--- config.mk ---
export PLATFORM = sky130hd
export DESIGN_NAME = div_unit
export DESIGN_NICKNAME = d
export VERILOG_FILES = /design/src/rtl/div_unit_pkg.sv /design/src/rtl/div_unit.sv
export SDC_FILE = /design/constraint.sdc
export NUM_CORES = 1
export LEC_CHECK = 0
export BUFFER_PORTS_ARGS = -buffer_cell sky130_fd_sc_hd__buf_4
export CORE_MARGIN = 1.5
export CORE_UTILIZATION = 54
export DETAILED_ROUTE_END_ITERATION = 16
export HOLD_SLACK_MARGIN = 0.15
export PLACE_DENSITY_LB_ADDON = 0.1
export SLEW_MARGIN = 25
export SYNTH_ARGS = -nofsm -noshare
export SYNTH_HDL_FRONTEND = slang
export SYNTH_SLANG_ARGS = --single-unit
--- constraint.sdc ---
create_clock -name clk -period 14.19 [get_ports clk]
set_input_delay 0 -clock clk [delete_from_list [all_inputs] [get_ports clk]]
set_output_delay 0 -clock clk [all_outputs]
set_load 0.005 [all_outputs]
--- src/rtl/div_unit_pkg.sv ---
// rtl/div_unit_pkg.sv - shared state encodings and widths for the EX-stage divider
package div_unit_pkg;

   typedef enum logic [1:0] {
      DIV_IDLE = 2'b00,
      DIV_BUSY = 2'b01,
      DIV_ZERO = 2'b10,
      DIV_END  = 2'b11
   } div_state_e;

   localparam int DIV_WIDTH    = 32;
   localparam int DIV_RESULT_W = 2 * DIV_WIDTH;

   // ALU opcodes the EX stage decodes to select this unit.
   localparam logic [7:0] DIV_CONTROL  = 8'b0001_1010;
   localparam logic [7:0] DIVU_CONTROL = 8'b0001_1011;

endpackage

--- src/rtl/div_unit.sv ---
// rtl/div_unit.sv - restoring radix-2 DIV/DIVU, one quotient bit per cycle
module div_unit
   import div_unit_pkg::*;
#(
   parameter int WIDTH = 32,
   parameter int CNT_W = 6
) (
   input  logic                 clk,
   input  logic                 rst,
   input  logic                 start,
   input  logic                 signed_div,
   input  logic [WIDTH-1:0]     opdata1,
   input  logic [WIDTH-1:0]     opdata2,
   input  logic                 annul,
   output logic [2*WIDTH-1:0]   result,
   output logic                 ready
);

   localparam logic [CNT_W-1:0] LAST_CNT = CNT_W'(WIDTH - 1);

   div_state_e         state;
   logic [CNT_W-1:0]   cnt;
   logic [2*WIDTH:0]   work;
   logic [WIDTH-1:0]   divisor;
   logic               q_neg;
   logic               r_neg;

   logic               neg1;
   logic               neg2;
   logic [2*WIDTH:0]   shifted;
   logic [WIDTH+1:0]   trial;
   logic [2*WIDTH:0]   next_work;

   function automatic logic [WIDTH-1:0] cond_neg(input logic [WIDTH-1:0] v, input logic neg);
      return neg ? ({WIDTH{1'b0}} - v) : v;
   endfunction

   assign neg1 = signed_div & opdata1[WIDTH-1];
   assign neg2 = signed_div & opdata2[WIDTH-1];

   // Upper half holds the partial remainder, lower half collects quotient bits.
   always_comb begin
      shifted   = {work[2*WIDTH-1:0], 1'b0};
      trial     = {1'b0, shifted[2*WIDTH:WIDTH]} - {2'b00, divisor};
      next_work = shifted;
      if (!trial[WIDTH+1])
         next_work = {trial[WIDTH:0], shifted[WIDTH-1:1], 1'b1};
   end

   always_ff @(posedge clk) begin
      if (rst) begin
         state   <= DIV_IDLE;
         cnt     <= '0;
         work    <= '0;
         divisor <= '0;
         q_neg   <= 1'b0;
         r_neg   <= 1'b0;
         result  <= '0;
         ready   <= 1'b0;
      end else begin
         ready <= 1'b0;
         case (state)
            DIV_IDLE: begin
               if (start && !annul) begin
                  q_neg   <= neg1 ^ neg2;
                  r_neg   <= neg1;
                  divisor <= cond_neg(opdata2, neg2);
                  work    <= {{(WIDTH+1){1'b0}}, cond_neg(opdata1, neg1)};
                  cnt     <= '0;
                  state   <= (opdata2 == '0) ? DIV_ZERO : DIV_BUSY;
               end
            end
            DIV_BUSY: begin
               if (!start || annul) begin
                  state <= DIV_IDLE;
                  cnt   <= '0;
               end else begin
                  work <= next_work;
                  cnt  <= cnt + CNT_W'(1);
                  if (cnt == LAST_CNT) begin
                     result <= {cond_neg(next_work[2*WIDTH-1:WIDTH], r_neg),
                                cond_neg(next_work[WIDTH-1:0], q_neg)};
                     ready  <= 1'b1;
                     state  <= DIV_END;
                  end
               end
            end
            DIV_ZERO: begin
               result <= '0;
               ready  <= 1'b1;
               state  <= DIV_END;
            end
            DIV_END: begin
               state <= DIV_IDLE;
            end
            default: state <= DIV_IDLE;
         endcase
      end
   end

endmodule
==> results.txt, run 1 <==
----------------------------------------------------
[Yosys]
  Compound-cell area share of the yosys netlist ... roughly a quarter
  Share of async-settable or async-resettable flops after synthesis ... 0%
  Average footprint of a synthesized cell ... between 7 and 8 sq um
  Post-synthesis adder-cell area fraction ... 4.59%
  Post-synthesis cell type count ... about 80
  Largest family of logic cells by synthesized area ... compound AO/OA/AOI/OAI gates
  Simple logic cell fraction of the synthesized area ... 23.1%
  Top FF cell, synth ... dfxtp_1
  Post-synth design cell area ... between 0.01 and 0.015 sq mm
  Number of flops mapped to enable cells by yosys ... 0
  Mapped Cells ... 1574
  Sequential element share of the synthesized area ... 29.5%
  Number of warning messages in the yosys log ... 0
  Share of synthesized area spent on multiplexers ... 1.22%
  Synthesized-area fraction occupied by xor and xnor cells ... 9.74%
  Nets in the synthesized netlist ... 1685
  Flip-flop and latch count after synthesis ... 171

[Place]
  GPL Wtd Cong ... slightly above 0.9
  Post-Place Cell Area ... 0.0126 sq mm
  Number of I/O port buffers ... about 130
  Half-perimeter wire length after detailed placement ... 26800 um

[GRT]
  Initial antenna violation count ... 0
  GRT Resource Usage Total ... 33.3%
  Global route overflow ... 0
  Pin count of the biggest net entering global routing ... 79
  First-pass GRT wire length ... 58600 um
  Number of global-route vias before repair ... 11000

[Critical path]
  Data required time at the worst endpoint ... 14510 ps
  Cell with the largest stage delay on the worst path ... ha_1
  Setup crit end kind ... register
  Worst Setup Path Type ... reg -> reg
  Critical Path Max Stage Delay ... ~500 ps
  Critical path launch point type ... register
  Worst Path Arrival ... 5660 ps
  Number of cells traversed by the worst register-to-register path ... 20
  Crit path max fanout ... between 50 and 60
  Cell chain of the critical path ... inv_1 -> ha_1 -> nand4_2 -> nor3_2 -> o2111ai_1 -> a31oi_1 -> or2_2 -> buf_4 -> nand2_1 -> o21ai_0 -> ha_1 -> nand2_1 -> a21oi_1 -> or4b_1 -> mux2_2 -> o21bai_1 -> nor3_1 -> a41o_1 -> xnor2_1 -> o21ai_0

[STA]
  Post-layout min period ... 5340 ps
  Final Skew ... 18.3 ps
  Total count of max-transition violations in the final report ... 0
  Hold Vio Cnt, Final ... 0
  Achievable clock frequency ... 187 MHz
  Max_slew headroom ... 23.1%
  Slew at the pin with the worst max-slew slack ... 1150 ps
  Tcrit/Tclk final ... 37.6%
  Unrepaired setup endpoints after global routing ... false
  Number of endpoints failing setup at the final stage ... 0
  Setup_tns ... 0 ps

[Clocking]
  Root cell of the clock tree ... clkbuf_16
  PostCTS Resize Cnt ... 0
  Clock tree from TritonCTS ... built
  Clock insertion delay at the later pin of the skew report ... 450 ps
  TritonCTS Sinks ... 171
  Depth of the CTS H-tree ... 4
  Clock buffer depth ... 2
  Number of setup buffers added after CTS ... 0
  Clock slew seen by the registers of the worst setup and hold paths ... 70 ps
  Number of CTS-inserted buffers ... 17

[Routing]
  Post-detailed-routing wire length ... between 30000 and 40000 um
  Via/cell ratio ... 6.05
  Number of iterations in the first detailed-routing pass ... 5
  Antenna Nets Post-Route ... 0
  Detailed-route DRC error count ... 0
  Detailed-route via count ... 12200
  WL/cell ... 18.6 um
  Initial DRC Count ... 974

[Power]
  Worst ir drop on vdd ... 0.118 mV
  Sw frac ... a little over two fifths
  P_leak ... 5.51 nW
  Sequential share of power ... 31.9%
  Internal power component ... 1.02 mW
  Sw power ... 766 uW
  Power Density ... 127 mW/mm^2
  Portion of total power attributed to combinational logic ... roughly two fifths
  Clk pwr share ... 26.9%

[Cells and area]
  Post-layout utilization of the core ... 66.9%
  Nets@finish ... ~1800
  N_diodes ... 0
  Non-Filler Cell Area, Final ... between 0.01 and 0.015 sq mm
  Layout cells sized above 1 ... 11.8%
  Area growth, synth to finish ... 21.2%
  Number of fill cells in the layout ... 1849

[Worst hold path]
  Number of cells on the worst hold path ... 2
  Path class of the lowest-slack min-delay path ... in -> reg

[Floorplan]
  Top-level I/O count ... 134
  Number of core rows ... 53
  Die height ... 150 um
  Core Footprint ... around 0.021 sq mm
  Die footprint ... 0.0224 sq mm
  Overall die width ... ~150 um
  Initial core utilization ... 55.2%

[Job]
  Number of violations of the max-capacitance limit ... 0

[Outcome]
  Run status ... completed

----------------------------------------------------
==> what timing repair did <==
action | in CTS | in global routing
hold buffers | 82 | 0
endpoints found under the setup margin | 0 | 0
hold endpoints to repair | 65 | 0
==> sequential cells by signal (all words and copies together) (netlist names) <==
signal and count:
ready 1, cnt 6, result 64, divisor 32, work 64, state 2, r_neg 1, q_neg 1
==> cells by family (layout without fill, tap and decap cells) <==
| group | Yosys count | after routing |
|---|---|---|
| multiplexers | 14 | 14 |
| AND/OR/NAND/NOR | 595 | 595 |
| AO/OA/AOI/OAI | 467 | 467 |
| XOR/XNOR | 129 | 129 |
| flip-flops | 171 | 171 |
| buffers and inverters | 156 | 318 |
| adder cells (fa/ha/maj) | 42 | 42 |
==> per-stage QoR <==
step	setup WS, ps	power, mW	instances	hold slack, ps
final	8850	1.78	2011	151
after global routing	8460	1.88	2011	166
after CTS	8950	1.77	2011	155
after detailed placement	8990	1.27	1897	292
after global placement	9090	1.26	1897	290
after floorplan	9260	1.08	1574	136
==> power by group through the flow <==
stage | registers [mW] | logic, mW | clock network (mW)
2_1_floorplan | 0.557 | 0.519 | 0
3_3_place_gp | 0.574 | 0.687 | 0
3_5_place_dp | 0.576 | 0.694 | 0
4_1_cts | 0.565 | 0.718 | 0.482
5_1_grt | 0.571 | 0.805 | 0.503
6_report | 0.568 | 0.735 | 0.479
==> placed cells by master, fill, tap and decap left out, drive strengths merged, types with 5 or more instances in the layout <==
cell type and count:
nor2 187, a211oi 36, o21bai 5, nand3 21, o211ai 18, dfxtp 171
or2 6, o21ai 109, nor4 12, inv 67, o31ai 32, or4 10
a22oi 57, clkinv 9, a21oi 117, buf 143, nand4 11, nand2b 9
and3 8, o21a 7, clkbuf 17, xnor2 72, a31oi 8, a21o 10
o41ai 14, nand2 229, xor2 57, mux2i 13, nor2b 12, dlygate4sd3 82
a311oi 7, ha 41, a221oi 5, and2 10, nor3 44, or3 23
==> worst max-delay path, delay by kind of cell, from the launching register on <==
family                     cells  cell delay [ps]
and+or+nand+nor                7             1580
buffers and inverters          2              550
AOI/OAI and AO/OA              7             1520
adders and majority gates      2              770
DFF                            1              330
xor gates and xnor gates       1              110
muxes                          1              320
==> synthesized netlist by cell type (all sizes together), types with 8 or more instances <==
cell type | count | share of area (%)
a211oi | 36 | 2.3
a21o | 10 | 0.65
a21oi | 117 | 5.1
a22oi | 57 | 3.7
a31oi | 8 | 0.43
and2 | 10 | 0.54
and3 | 8 | 0.43
buf | 30 | 1.4
clkbuf | 65 | 2.1
dfxtp | 171 | 30
ha | 41 | 4.4
inv | 60 | 2.0
mux2i | 13 | 1.1
nand2 | 229 | 7.4
nand2b | 9 | 0.49
nand3 | 21 | 0.91
nand4 | 11 | 0.65
nor2 | 187 | 6.1
nor2b | 12 | 0.65
nor3 | 44 | 2.0
nor4 | 12 | 0.78
o211ai | 18 | 1.2
o21ai | 109 | 4.7
o31ai | 32 | 2.1
o41ai | 14 | 1.1
or3 | 23 | 1.2
or4 | 10 | 0.65
xnor2 | 72 | 5.4
xor2 | 57 | 4.3
==> area by class of cell <==
class / count / area (sq um) / share of cell area, %
Clock inverter: 15 / 179 / 1.27
Multi-Input combinational cell: 1247 / 7570 / 53.8
Tap cell: 275 / 344 / 2.45
Clock buffer: 17 / 425 / 3.02
Sequential cell: 171 / 3420 / 24.3
Timing Repair Buffer: 225 / 1890 / 13.5
Inverter: 61 / 231 / 1.65
==> routing by layer <==
layer | vias to the layer above | global-route usage [%] | wire, um
met2 | 509 | 52.3 | 16700
met5 | - | 0 | 0
met1 | 5670 | 47.0 | 17000
met4 | 0 | 10.3 | 1010
li1 | 5915 | - | -
met3 | 71 | 4.60 | 2700
==> worst paths after layout <==
kind                     end  slack (ps)         from
setup / recovery  result[58]        8850  divisor[15]
hold / removal      work[51]         150          rst
setup reg to reg  result[58]        8850  divisor[15]
hold reg to reg   result[61]         450   result[61]
Power figures use the tool's default switching activity.
==> run 2, diff against run 1 <==
--- a/config.mk
+++ b/config.mk
@@ -5,6 +5,7 @@
 export SDC_FILE = /design/constraint.sdc
 export NUM_CORES = 1
 export LEC_CHECK = 0
+export ABC_AREA = 1
 export BUFFER_PORTS_ARGS = -buffer_cell sky130_fd_sc_hd__buf_4
 export CORE_MARGIN = 1.5
 export CORE_UTILIZATION = 54
==> constraint.sdc (replaced) <==
create_clock -name clk -period 4.5 [get_ports clk]
set_input_delay 0 -clock clk [delete_from_list [all_inputs] [get_ports clk]]
set_output_delay 0 -clock clk [all_outputs]
set_load 0.005 [all_outputs]
==> run 2 against run 1 <==
  * Sequential power grew to 3.2 times the previous value
  * Cell count is 29% higher
  * Combinational power rose to 3.5 times the previous value
  * First-iteration DRC count is 32% higher
  * Register-to-register slack worse by 8200 ps
==> results.txt, run 2 <==
----------------------------------------------------
[Outcome]
  Run status ... completed

[STA]
  Number of endpoints failing setup at the final stage ... 0
  Slew at the pin with the worst max-slew slack ... 1050 ps
  Setup_tns ... 0 ps
  Post-layout min period ... 3890 ps
  Total count of max-transition violations in the final report ... 0
  Final Skew ... 15.4 ps
  Tcrit/Tclk final ... between 80% and 90%
  Final critical-path setup slack ... just over 600 ps
  Achievable clock frequency ... 257 MHz
  Hold Vio Cnt, Final ... 0
  Unrepaired setup endpoints after global routing ... false
  Max_slew headroom ... 30.1%

[Routing]
  Antenna Nets Post-Route ... 0
  Detailed-route via count ... 14100
  Detailed-route DRC error count ... 0
  Number of iterations in the first detailed-routing pass ... 8
  Post-detailed-routing wire length ... 41800 um
  Via/cell ratio ... between 5 and 6
  Initial DRC Count ... 1281
  WL/cell ... 16.1 um

[Floorplan]
  Die footprint ... 0.0245 sq mm
  Die height ... 157 um
  Initial core utilization ... 54.6%
  Top-level I/O count ... 134
  Core Footprint ... 0.0233 sq mm
  Overall die width ... 157 um
  Number of core rows ... 56

[Yosys]
  Post-synth design cell area ... 0.0128 sq mm
  Largest family of logic cells by synthesized area ... simple AND/OR/NAND/NOR gates
  Top FF cell, synth ... dfxtp_1
  Share of synthesized area spent on multiplexers ... 0%
  Simple logic cell fraction of the synthesized area ... 36.4%
  Compound-cell area share of the yosys netlist ... 16.6%
  Mapped Cells ... about 2100
  Flip-flop and latch count after synthesis ... 171
  Nets in the synthesized netlist ... roughly 2200
  Post-synthesis cell type count ... 45
  Leading area contributor after synthesis ... dfxtp_1
  Number of flops mapped to enable cells by yosys ... 0
  Share of async-settable or async-resettable flops after synthesis ... 0%
  Most numerous cell types in the synthesized netlist ... 606 x nand2_1, 290 x inv_1, 219 x a21oi_1
  Number of warning messages in the yosys log ... 0
  Sequential element share of the synthesized area ... about 27%
  Average footprint of a synthesized cell ... 6.03 sq um
  Leading cell types by total area after synthesis ... dfxtp_1 27%, nand2_1 18%, a21oi_1 8.6%
  Post-synthesis adder-cell area fraction ... 4.18%
  Synthesized-area fraction occupied by xor and xnor cells ... 4.12%
  Share of the synthesized area in the top cell type ... 26.8%
  Most instantiated library cell after synthesis ... nand2_1

[Cells and area]
  Total area of multi-input combinational cells ... approximately 0.0078 sq mm
  Layout cells sized above 1 ... 11.8%
  Area growth, synth to finish ... 19.6%
  Nets@finish ... approximately 2400
  N_diodes ... 0
  Finished Layout Cells ... 2602
  Top flop regs ... result x64, work x64, divisor x32
  Area of all sequential standard cells ... 0.00342 sq mm
  Number of fill cells in the layout ... 2247
  Most common cell after layout, fill and taps aside ... nand2_1
  Top library cells by usage in the layout, fill and taps aside ... 606 x nand2_1, 290 x inv_1, 219 x a21oi_1

[Clocking]
  TritonCTS Sinks ... 171
  Clock slew seen by the registers of the worst setup and hold paths ... 80 ps
  Depth of the CTS H-tree ... 4
  Number of setup buffers added after CTS ... 0
  Clock buffer depth ... 2
  Number of CTS-inserted buffers ... 17
  Root cell of the clock tree ... clkbuf_16
  PostCTS Resize Cnt ... 0
  Hold buffer count at cts ... 72
  Clock tree from TritonCTS ... built
  Clock insertion delay at the later pin of the skew report ... 440 ps

[Power]
  P_leak ... between 7 and 8 nW
  Power Density ... around 390 mW/mm^2
  Worst ir drop on vdd ... 0.332 mV

[GRT]
  First-pass GRT wire length ... ~65000 um
  Pin count of the biggest net entering global routing ... ~110
  GRT Resource Usage Total ... 34.1%
  Initial antenna violation count ... 0
  Global route overflow ... 0
  Number of global-route vias before repair ... between 10000 and 15000

[Critical path]
  Data required time at the worst endpoint ... ~4800 ps
  Setup crit end kind ... register
  Critical path launch point type ... input pin
  Worst Setup Path Type ... in -> reg
  Worst Path Arrival ... 4220 ps
  Cell with the largest stage delay on the worst path ... dlygate4sd3_1
  Cell chain of the critical path ... dlygate4sd3_1 -> buf_4 -> inv_1 -> ha_1 -> nor3b_1 -> nand2_1 -> nor3_2 -> nand2_1 -> nor3_1 -> nand3_1 -> nor4_1 -> nand3_1 -> nand2_1 -> xnor2_1 -> dlygate4sd3_1 -> o21ai_1 -> dlygate4sd3_1 -> inv_1
  Critical Path Max Stage Delay ... 570 ps
  Crit path max fanout ... 3

[Place]
  Number of placed cells counting well taps ... 2500
  Number of I/O port buffers ... 133
  Worst-case setup slack after placement ... approximately 690 ps
  GPL Wtd Cong ... 1.00
  Half-perimeter wire length after detailed placement ... approximately 31000 um

[Job]
  Number of violations of the max-capacitance limit ... 0

[Worst hold path]
  Path class of the lowest-slack min-delay path ... in -> reg

----------------------------------------------------
[run 2: cell count changes in the layout (fill, tap and decap cells not counted), moves of 52 or more]
cell,change
nand3_1,+129
a21oi_1,+105
inv_1,+231
nand2_1,+378
xnor2_1,-52
a22oi_1,-57
[run 2: path summary, 6_finish.rpt]
check	start	end	slack, ps	depth (start not counted)
hold reg to reg	result[13]	result[13]	470	2
hold / removal	start	state[1]	200	6
setup / recovery	opdata2[0]	divisor[30]	610	18
setup reg to reg	divisor[8]	result[30]	620	27
[run 2: layout make-up]
type,instances,area share [%]
multi-input cells,1560,51.4
flip-flops and latches,171,22.5
repair buffers,217,11.9
inverters,305,7.53
clock buffers,18,2.88
well taps,319,2.62
clock inverters,12,1.24
[run 2: kinds of logic (layout without fill, tap and decap cells)]
logic type,Yosys count,count (layout)
fa+ha+maj,42,42
xor+xnor,60,60
simple gates,1055,1055
compound gates,403,403
buf+inv,384,552
flops,171,171
[run 2: per-layer routing]
| layer | share of wire [%] | wire length (um) | up-vias | track usage [%] |
|---|---|---|---|---|
| li1 | - | - | 7082 | - |
| met1 | 42 | 17700 | 6361 | 43.2 |
| met2 | 46 | 19400 | 548 | 57.4 |
| met3 | 7.8 | 3270 | 81 | 6.29 |
| met4 | 3.4 | 1440 | 0 | 13.2 |
| met5 | 0 | 0 | - | 0 |
[run 2: worst max-delay path, delay by kind of cell]
kind / cells / cell delay, ps
adder cells (fa/ha/maj): 1 / 180
AND/OR/NAND/NOR: 9 / 1870
XOR/XNOR: 1 / 80
buffers and inverters: 6 / 1980
AO/OA/AOI/OAI: 1 / 120
[run 2: where the power goes]
group	internal [mW]	total, mW	switching (mW)
Sequential	1.65	1.79	0.133
Combinational	0.828	2.60	1.77
Clock	0.948	1.62	0.671
[run 2: stage by stage]
step	utilization [%]	power, mW	hold WS [ps]	cell area [sq um]
3_5_place_dp	59.6	4.29	324	13900
4_1_cts	65.3	5.96	154	15200
5_1_grt	65.3	6.38	225	15200
6_report	65.3	6.00	195	15200
2_1_floorplan	-	3.65	154	12800
3_3_place_gp	59.6	4.26	310	13900
==> run 3, diff against run 2 <==
--- a/config.mk
+++ b/config.mk
@@ -8,7 +8,7 @@
 export ABC_AREA = 1
 export BUFFER_PORTS_ARGS = -buffer_cell sky130_fd_sc_hd__buf_4
 export CORE_MARGIN = 1.5
-export CORE_UTILIZATION = 54
+export CORE_UTILIZATION = 40
 export DETAILED_ROUTE_END_ITERATION = 16
 export HOLD_SLACK_MARGIN = 0.15
 export PLACE_DENSITY_LB_ADDON = 0.1
==> run 3 against run 2 <==
  * Global-route usage shrank 7.9 points
  * Clock power shrank 7%
  * First-iteration DRC count shrank 16%
  * Combinational power is essentially flat
  * Die area grew 34%
  * Critical path depth is the same
  * Setup slack lost 150 ps
  * Count of clock-buffer cells in the layout grew 3
  * Power shrank 1.6%
  * Hold slack lost 7.0 ps
  * Critical path type unchanged
==> results.txt, run 3 (same netlist as run 2, synthesis figures left out) <==
----------------------------------------------------
[Power]
  Portion of total power attributed to combinational logic ... 44.3%
  Sw power ... 2.57 mW
  Power Density ... roughly 380 mW/mm^2
  Clk pwr share ... 25.6%
  Internal power component ... around 3.3 mW
  Sw frac ... 43.5%
  Sequential share of power ... 30.2%
  Worst ir drop on vdd ... 0.402 mV
  P_leak ... around 7.4 nW

[Clocking]
  Clock insertion delay at the later pin of the skew report ... between 400 and 500 ps
  TritonCTS Sinks ... 171
  Number of CTS-inserted buffers ... 17
  Clock slew seen by the registers of the worst setup and hold paths ... about 70 ps
  Root cell of the clock tree ... clkbuf_16
  Clock buffer depth ... 2
  Depth of the CTS H-tree ... 4
  Clock tree from TritonCTS ... built
  Number of setup buffers added after CTS ... 0

[Floorplan]
  Die footprint ... 0.0330 sq mm
  Initial core utilization ... 40.5%
  Number of core rows ... 65
  Top-level I/O count ... 134
  Die height ... 182 um
  Core Footprint ... 0.0315 sq mm
  Overall die width ... 182 um

[Cells and area]
  Post-layout utilization of the core ... 48.9%
  Area growth, synth to finish ... 20.7%
  Nets@finish ... 2393
  Top flop regs ... result x64, work x64, divisor x32
  Top library cells by usage in the layout, fill and taps aside ... 606 x nand2_1, 290 x inv_1, 219 x a21oi_1
  Number of fill cells in the layout ... 3354
  Total area of multi-input combinational cells ... 0.00784 sq mm
  Finished Layout Cells ... 2696
  Layout cells sized above 1 ... 11.8%
  Most common cell after layout, fill and taps aside ... nand2_1
  Area of all sequential standard cells ... 0.00342 sq mm
  N_diodes ... 0

[STA]
  Achievable clock frequency ... 248 MHz
  Setup_tns ... 0 ps
  Final critical-path setup slack ... ~470 ps
  Slew at the pin with the worst max-slew slack ... 879 ps
  Tcrit/Tclk final ... 89.6%
  Post-layout min period ... 4030 ps
  Number of endpoints failing setup at the final stage ... 0
  Final Skew ... 16.2 ps
  Unrepaired setup endpoints after global routing ... false
  Total count of max-transition violations in the final report ... 0
  Max_slew headroom ... about two fifths
  Hold Vio Cnt, Final ... 0

[GRT]
  Global route overflow ... 0
  Initial antenna violation count ... 0
  Pin count of the biggest net entering global routing ... 81
  Number of global-route vias before repair ... approximately 13000
  First-pass GRT wire length ... between 60000 and 70000 um
  GRT Resource Usage Total ... 26.2%

[Worst hold path]
  Path class of the lowest-slack min-delay path ... in -> reg

[Place]
  Half-perimeter wire length after detailed placement ... about 33000 um
  Worst-case setup slack after placement ... approximately 750 ps
  GPL Wtd Cong ... 0.945
  Number of placed cells counting well taps ... 2584
  Number of I/O port buffers ... between 100 and 150

[Routing]
  Via/cell ratio ... 5.09
  WL/cell ... 16.0 um
  Initial DRC Count ... 1078
  Post-detailed-routing wire length ... 43100 um
  Detailed-route via count ... 13700
  Antenna Nets Post-Route ... 0
  Number of iterations in the first detailed-routing pass ... 5
  Detailed-route DRC error count ... 0

[Job]
  Number of violations of the max-capacitance limit ... 0

[Critical path]
  Worst Setup Path Type ... in -> reg
  Data required time at the worst endpoint ... 4840 ps
  Register-to-register setup slack ... 710 ps
  Setup crit end kind ... register
  Worst Path Arrival ... around 4400 ps
  Critical path launch point type ... input pin
  Crit path max fanout ... 3

[Outcome]
  Run status ... completed

----------------------------------------------------
## run 3: cell types whose count changed in the layout (fill, tap and decap cells not counted), sizes merged
cell | before | now
clkinvlp | 1 | 4
bufinv | 4 | 2
buf | 145 | 146
dlygate4sd3 | 72 | 81
inv | 303 | 301
clkbuf | 18 | 21
clkinv | 9 | 8
## run 3: worst paths after layout
kind	from	end	cells past startpoint
worst max register to register	divisor[8]	result[30]	27
worst max-delay path	opdata2[0]	state[0]	18
worst min-delay path	opdata1[2]	work[2]	6
worst min register to register	result[32]	result[32]	2
## run 3: per-layer routing
layer	up-vias	part of all wire (%)	wire length, um	track usage [%]
met5	-	0	0	0
met4	0	1.7	743	7.17
met3	40	4.1	1760	3.03
met2	344	47	20400	44.9
met1	6234	47	20200	34.8
li1	7112	-	-	-
## run 3: metrics by stage
| stage | hold WS [ps] | instance area (sq um) | power, mW |
|---|---|---|---|
| after global routing | 226 | 15400 | 6.33 |
| after global placement | 290 | 14000 | 4.31 |
| after detailed placement | 313 | 14000 | 4.33 |
| after CTS | 169 | 15400 | 5.90 |
| after floorplan | 154 | 12800 | 3.65 |
| final | 188 | 15400 | 5.91 |
## run 3: area by class of cell
type                       count  area share, %
inverter                     305           7.45
clock inverter                10          0.764
clock buffer                  21           2.99
multi-input combinational   1560           50.9
sequential                   171           22.2
tap                          402           3.27
timing repair buffer         227           12.4
## run 3: power by group through the flow
| stage | sequential, mW | combinational [mW] | clock (mW) |
|---|---|---|---|
| 2_1_floorplan | 1.77 | 1.88 | 0 |
| 3_3_place_gp | 1.81 | 2.50 | 0 |
| 3_5_place_dp | 1.81 | 2.52 | 0 |
| 4_1_cts | 1.78 | 2.59 | 1.54 |
| 5_1_grt | 1.80 | 2.94 | 1.59 |
| 6_report | 1.78 | 2.62 | 1.51 |
## run 3: timing repair
action / 4_1_cts / 5_1_grt
endpoints found under the hold margin: 90 / 0
resized for setup: 0 / 0
hold buffers: 81 / 0
## run 3: worst max-delay path, cell delays in order
cell           delay, ps
dlygate4sd3_1        550
buf_4                140
inv_1                 90
ha_1                 170
nor3b_1              260
nand2_1              130
nor3_2               190
nand2_1              110
nor3_1               240
nand3_1              180
nor4_1               440
nand3_1              190
dlygate4sd3_1        610
nor3_1               230
nand2_1              100
nand2_1               70
a21oi_1               60
dlygate4sd3_1        590
